**src/rtl/cpu_control_unit.sv**
```systemverilog
// Fetch/decode/execute sequencer for the von_neumann CPU with memory-wait watchdog and retire counter.
// Optional feature: define CU_ILLEGAL_TRAP_EN to send opcodes 7..E to FAULT instead of executing them as NOP.
module cpu_control_unit #(
  parameter int unsigned WAIT_LIMIT = 15,
  parameter int unsigned CNT_W      = 16
) (
  input  logic             clk,
  input  logic             REST,
  input  logic             RUN,
  input  logic [3:0]       IR_OPCODE,
  input  logic             ACC_ZERO,
  input  logic             MEM_ACK,
  output logic             MAR_SEL,
  output logic             MAR_LOAD,
  output logic             MEM_RD,
  output logic             MEM_WR,
  output logic             IR_LOAD,
  output logic             PC_INC,
  output logic             PC_LOAD,
  output logic             ACC_LOAD,
  output logic [1:0]       ALU_OP,
  output logic             HALTED,
  output logic             FAULT,
  output logic [3:0]       STATE,
  output logic [CNT_W-1:0] INSTR_CNT
);

  typedef enum logic [3:0] {
    S_IDLE  = 4'd0,
    S_F1    = 4'd1,
    S_F2    = 4'd2,
    S_F3    = 4'd3,
    S_DEC   = 4'd4,
    S_E1    = 4'd5,
    S_E2    = 4'd6,
    S_E3    = 4'd7,
    S_HALT  = 4'd8,
    S_FAULT = 4'd9
  } state_t;

  typedef enum logic [3:0] {
    OP_NOP = 4'h0,
    OP_LDA = 4'h1,
    OP_ADD = 4'h2,
    OP_SUB = 4'h3,
    OP_STA = 4'h4,
    OP_JMP = 4'h5,
    OP_JZ  = 4'h6,
    OP_HLT = 4'hF
  } opcode_t;

  state_t           state;
  state_t           next_state;
  opcode_t          op_q;
  logic [7:0]       wait_cnt;
  logic [CNT_W-1:0] instr_cnt;
  logic             retire;
  logic             wait_expired;

  // One more ACK-less cycle would make the wait count reach WAIT_LIMIT.
  assign wait_expired = (wait_cnt == 8'(WAIT_LIMIT - 1));

  always_comb begin
    next_state = state;
    retire     = 1'b0;
    case (state)
      S_IDLE:  if (RUN) next_state = S_F1;
      S_F1:    next_state = S_F2;
      S_F2: begin
        if (MEM_ACK)           next_state = S_F3;
        else if (wait_expired) next_state = S_FAULT;
      end
      S_F3:    next_state = S_DEC;
      S_DEC: begin
        case (opcode_t'(IR_OPCODE))
          OP_NOP, OP_JMP, OP_JZ: begin
            next_state = S_F1;
            retire     = 1'b1;
          end
          OP_LDA, OP_ADD, OP_SUB, OP_STA: next_state = S_E1;
          OP_HLT: begin
            next_state = S_HALT;
            retire     = 1'b1;
          end
          default: begin
`ifdef CU_ILLEGAL_TRAP_EN
            next_state = S_FAULT;
`else
            next_state = S_F1;
            retire     = 1'b1;
`endif
          end
        endcase
      end
      S_E1:    next_state = S_E2;
      S_E2: begin
        if (MEM_ACK) begin
          if (op_q == OP_STA) begin
            next_state = S_F1;
            retire     = 1'b1;
          end else begin
            next_state = S_E3;
          end
        end else if (wait_expired) begin
          next_state = S_FAULT;
        end
      end
      S_E3: begin
        next_state = S_F1;
        retire     = 1'b1;
      end
      S_HALT:  next_state = S_HALT;
      S_FAULT: next_state = S_FAULT;
      default: next_state = S_IDLE;
    endcase
  end

  always_ff @(posedge clk) begin
    if (!REST) begin
      state     <= S_IDLE;
      op_q      <= OP_NOP;
      wait_cnt  <= '0;
      instr_cnt <= '0;
    end else begin
      state <= next_state;
      if (state == S_DEC) op_q <= opcode_t'(IR_OPCODE);
      // Held at zero outside the memory-wait states, so it is already clear on entry.
      if ((state == S_F2 || state == S_E2) && !MEM_ACK) wait_cnt <= wait_cnt + 8'd1;
      else                                              wait_cnt <= '0;
      if (retire) instr_cnt <= instr_cnt + CNT_W'(1);
    end
  end

  always_comb begin
    MAR_SEL  = 1'b0;
    MAR_LOAD = 1'b0;
    MEM_RD   = 1'b0;
    MEM_WR   = 1'b0;
    IR_LOAD  = 1'b0;
    PC_INC   = 1'b0;
    PC_LOAD  = 1'b0;
    ACC_LOAD = 1'b0;
    ALU_OP   = 2'b00;
    case (state)
      S_F1:  MAR_LOAD = 1'b1;
      S_F2:  MEM_RD = 1'b1;
      S_F3: begin
        IR_LOAD = 1'b1;
        PC_INC  = 1'b1;
      end
      S_DEC: PC_LOAD = (IR_OPCODE == OP_JMP) || ((IR_OPCODE == OP_JZ) && ACC_ZERO);
      S_E1: begin
        MAR_SEL  = 1'b1;
        MAR_LOAD = 1'b1;
      end
      S_E2: begin
        if (op_q == OP_STA) MEM_WR = 1'b1;
        else                MEM_RD = 1'b1;
      end
      S_E3: begin
        ACC_LOAD = 1'b1;
        case (op_q)
          OP_ADD:  ALU_OP = 2'b01;
          OP_SUB:  ALU_OP = 2'b10;
          default: ALU_OP = 2'b00;
        endcase
      end
      default: ;
    endcase
  end

  assign HALTED    = (state == S_HALT);
  assign FAULT     = (state == S_FAULT);
  assign STATE     = state;
  assign INSTR_CNT = instr_cnt;

endmodule

```
**config.mk**
```make
export PLATFORM = sky130hd
export DESIGN_NAME = cpu_control_unit
export DESIGN_NICKNAME = d
export VERILOG_FILES = /design/src/rtl/cpu_control_unit.sv
export SDC_FILE = /design/constraint.sdc
export NUM_CORES = 1
export LEC_CHECK = 0
export ABC_CLOCK_PERIOD_IN_PS = 2300
export CAP_MARGIN = 10
export CELL_PAD_IN_SITES_DETAIL_PLACEMENT = 2
export CELL_PAD_IN_SITES_GLOBAL_PLACEMENT = 2
export CORE_UTILIZATION = 29
export CTS_CLUSTER_DIAMETER = 150
export CTS_CLUSTER_SIZE = 40
export DETAILED_ROUTE_END_ITERATION = 7
export GPL_TIMING_DRIVEN = 0
export PLACE_DENSITY_LB_ADDON = 0.08
export SLEW_MARGIN = 10
export SYNTH_ARGS = -nofsm -noshare
export SYNTH_HDL_FRONTEND = slang
export SYNTH_SLANG_ARGS = --single-unit
```
**constraint.sdc**
```tcl
create_clock -name clk -period 2.3 [get_ports clk]
set_input_delay 0.46 -clock clk [delete_from_list [all_inputs] [get_ports clk]]
set_output_delay 0.46 -clock clk [all_outputs]
set_load 0.005 [all_outputs]
```
### After elaboration in Yosys (flattened, before gate mapping)

Index checks and enable logic that the tools add are counted.

* output and inout bits: 32
* word-level logic and storage cells: 57
* bits in registers: 32

* equality and inequality tests: 21
* reductions and logical operators: 9
* multiplexer cells: 21
* add/sub/neg operators: 2

Operator list (number)
* case mux 4 bit (10 select lines): 1
* == test 4 x 3 -> 1 bit, second input constant: 8
* == test 4 x 2 -> 1 bit, second input constant: 6
* adder 16 x 1 -> 16 bit, second input constant: 1
* 2-to-1 mux 4 bit: 4
* == test 4 bit, second input constant: 3
* 2-to-1 mux 1 bit: 10
* adder 8 x 1 -> 8 bit, second input constant: 1
* == test 4 x 1 -> 1 bit, second input constant: 2
* == test 8 x 4 -> 1 bit, second input constant: 1
* case mux 4 bit (2 select lines): 1
* zero test 4 bit: 1
* case mux 2 bit (2 select lines): 1
* OR reduction 4 bit: 1
* 2-to-1 mux 3 bit: 1
* case mux 1 bit (3 select lines): 1
* logical AND 1 bit: 2
* logical OR 1 bit: 2
* 2-to-1 mux 2 bit: 1
* inequality test 2 bit, second input constant: 1
* case mux 1 bit (2 select lines): 1
* AND reduction 2 bit: 1
* OR reduction 2 bit: 1
* zero test 1 bit: 1

### Longest topological paths before layout

* depth after elaboration: 4
* depth in mapped cells: 7
* gate-level depth less buffers: 6

### Least setup slack after synthesis

OpenSTA, ideal clock, no wires.

* path type: register to register
* start: register state[3], in the netlist STATE[3]
* end: register instr_cnt[14], in the netlist INSTR_CNT[14]
* path slack: 550 ps
* clock period less this slack: 1750 ps
* arrival time: 1678 ps
* library setup time: 72 ps
* stages on the path, launching flop included: 6
* path through: dfxtp_1 > nor4b_4 > o31ai_2 > buf_6 > a211oi_2 > mux2i_1

* longest elaborated chain between the ends: 2
* elaborated cells on any way between the ends: 4

Ends and longest elaborated chain
* start, declared: RTL line 52 `state_t state;`
* start signal, assigned: RTL line 125 `state <= next_state;`
* == test 4 x 3 -> 1 bit: RTL line 66 `case (state)`
* case mux 1 bit (3 select lines) *: RTL line 66
* end signal, assigned: RTL line 130 `if (retire) instr_cnt <= instr_cnt + CNT_W'(1);`
* end, declared: RTL line 56 `logic [CNT_W-1:0] instr_cnt;`

Mark *: on every way between the ends. The rest lies on a longest branch, timed or not.
A chain may end at the register's enable or synchronous reset.

### Final worst setup path

* start: register state[2], in the netlist STATE[2]
* end: output PC_INC

* longest elaborated chain between the ends: 2

Ends and longest elaborated chain
* == test 4 x 2 -> 1 bit: RTL line 144 `case (state)`
* 2-to-1 mux 1 bit: RTL line 144
* end, declared: RTL line 18 `output logic PC_INC,`

Every way passes these cells.

==> impl_metrics.tcl <==
set metrics [dict create \
    p_switching_uw 284 \
    multiInputGateArea_mm2 0.00115 \
    finalWorstSetupSlack_ns 0.0338 \
    drv_cap 0 \
    track_usage 0.177 \
    syn_inst 209 \
    synth_fa_ha_area_frac 0.0208 \
    critical_path_arrival_ns 1.81 \
    final.min_clock_period_ns 2.27 \
    max-clock-path-buffers 2 \
    synth_top_family_by_area "simple AND/OR/NAND/NOR gates" \
    grt_pass1_vias 1779 \
    place_ws_ns -0.146 \
    cts_hold_buf 0 \
    grt_max_degree 11 \
    ant_nets 0 \
    clockPowerShare 0.368 \
    seq_area_frac_synth 0.356 \
    synth_xor_area_frac 0.0292 \
    die_x_um 80.8 \
    port_buffers 40 \
    num-fill-cells 682 \
    cts_buffers 5 \
    power.total_mw 1.12 \
    syn_to_final_growth_pct 38.6 \
    cp-end-kind "output pin" \
    final_area_mm2 0.00250 \
    required_ns 1.84 \
    hold_slack_ns 0.476 \
    critPathLaunchType "flop" \
    hpwl_um 3910 \
    path_clk_slew_ns 0.07 \
    clkLatencyLatePin_ns 0.28 \
    nets 273 \
    p_leak_nw 0.881 \
    synth_top_area_share 0.356 \
    relSlewSlack 0.534 \
    worst_clock_skew_ns 0.00803 \
    power.density_mw_per_mm2 447 \
    synth_seq_cells 32 \
    synth_edf_count 0 \
    vias_per_cell 5.06 \
    seqPwrFrac 0.511 \
    synth_area_per_cell_um2 8.62 \
    finalHoldViolCount 0 \
    critical_path_class "reg2out" \
    synth.area.top_cells "dfxtp_1 (36%), mux2i_1 (11%), nand2b_1 (6.6%)" \
    wl_um 5490 \
    status "completed" \
    synth_top_area_cell "dfxtp_1" \
    initial_core_util 0.303 \
    drive_above_1_share 0.138 \
    cts_tree "done" \
    synth_ff_type "dfxtp_1" \
    antenna_cells 0 \
    min_path_type "reg2reg" \
    cts.sinks 32 \
    htree_levels 2 \
    p_comb_frac 0.121 \
    synth_compound_area_frac 0.131 \
    synth_cell_type_count 45 \
    num_rows 28 \
    cts_root_buffer "clkbuf_8" \
    slew_violations 0 \
    p_int_uw 832 \
    fmax_mhz 441 \
    netlist_area_mm2 0.00180 \
    ys_warn_count 0 \
    grt_overflow_total 0 \
    fp.dieH_um 80.8 \
    async_flop_share 0 \
    cp_max_fo 10 \
    tightest_slew_ns 0.695 \
    sw_frac_of_total 0.254 \
    post-route-util 0.419 \
    drt_iter0_drc 35 \
    wl_per_cell_um 16.3 \
    coreArea_mm2 0.00596 \
    dieArea_mm2 0.00653 \
    antenna_found_initial 0 \
    synth_simple_gate_area_frac 0.318 \
    synth_nets 221 \
    synth.area.mux_share 0.106 \
    drt_pass1_iterations 3 \
    finalCritPeriodShare 0.985 \
    ir_worst_vdd_uv 245 \
    ff_latch_area_um2 651 \
    place_congestion 0.698 \
    grt_pass1_wl_um 8850 \
    pin_count 41 \
    post-route-drc-count 0 \
    place_area_mm2 0.00230 \
    setup_viol 0 \
    via_count 1701 \
]
==> critical path: stages (launching register included) <==
cell and delay (ns):
dfxtp_4 0.38, buf_6 0.14, nand2b_1 0.18, nand2b_4 0.17
inv_1 0.08, buf_4 0.10, clkdlybuf4s50_1 0.48
==> sequential cells by signal, summed over array words and instances (netlist names) <==
signal     count
INSTR_CNT     16
STATE          4
op_q           4
wait_cnt       8
==> cell usage in the layout (no fill, tap or decap), drive strengths merged, types with 5 or more instances in the layout <==
| cell | n |
|---|---|
| inv | 5 |
| nand4 | 5 |
| nand3 | 10 |
| clkdlybuf4s50 | 34 |
| nand2b | 19 |
| dfxtp | 32 |
| nor2b | 5 |
| mux2i | 19 |
| nand2 | 23 |
| nor2 | 13 |
| a211oi | 8 |
| xor2 | 5 |
| buf | 11 |
| clkbuf | 11 |
| a21oi | 11 |
==> final timing paths <==
kind	startpoint	to	slack, ns	depth (start not counted)
max reg2reg	op_q[0]	INSTR_CNT[14]	0.29	6
max	STATE[2]	PC_INC	0.03	6
min reg2reg	INSTR_CNT[15]	INSTR_CNT[15]	0.48	2
min	INSTR_CNT[15]	INSTR_CNT[15]	0.48	2
==> through the flow <==
step                      setup TNS (ns)  instances
final                                  0        336
after floorplan                        0        209
after CTS                       -0.00575        332
after global placement             -1.40        324
after global routing             -0.0538        336
after detailed placement           -1.91        324
==> per-layer routing <==
metal,wire length [um],track usage,share of wire
met1,2610,0.220,0.48
met2,2630,0.314,0.48
met3,189,0.0337,0.034
met4,49,0.0429,0.0089
met5,0,0,0
==> final cells by class <==
type | instances | area share
Multi-Input combinational cell | 161 | 0.459
Sequential cell | 32 | 0.261
Buffer | 11 | 0.0291
Clock buffer | 6 | 0.0291
Clock inverter | 1 | 0.00200
Timing Repair Buffer | 45 | 0.175
Tap cell | 75 | 0.0376
Inverter | 5 | 0.00752
==> power by group through the flow <==
stage	sequential, mW	combinational, mW	clock, mW
floorplan	0.580	0.0570	0
global placement	0.581	0.114	0
detailed placement	0.582	0.116	0
CTS	0.571	0.125	0.428
global route	0.571	0.148	0.454
finish	0.571	0.135	0.411
==> synthesized netlist by cell type (2+ instances only) <==
| cell type | n |
|---|---|
| nor3_1 | 3 |
| ha_1 | 3 |
| o211ai_1 | 2 |
| nand2_1 | 23 |
| buf_1 | 2 |
| a21oi_1 | 11 |
| and4_1 | 4 |
| a211oi_1 | 7 |
| nand2b_1 | 19 |
| a31oi_1 | 2 |
| clkbuf_1 | 6 |
| dfxtp_1 | 32 |
| nand4_1 | 5 |
| xor2_1 | 5 |
| and3_1 | 4 |
| nor2b_1 | 5 |
| nor2_1 | 13 |
| inv_1 | 4 |
| nand3_1 | 10 |
| and2_1 | 3 |
| mux2i_1 | 19 |
| nor4_1 | 2 |
| o21a_1 | 3 |
==> cell families after synthesis <==
family,count (synthesis)
simple gates,100
compound gates,33
flops,32
mux,19
buf+inv,16
xor+xnor,6
fa+ha+maj,3
==> repair_timing <==
action	in CTS	in global routing
gates resized for setup	23	8
pin swaps	1	1
endpoints found under the hold margin	0	0
endpoints found under the setup margin	9	6
buffers inserted	1	4
Power figures use the tool's default switching activity.
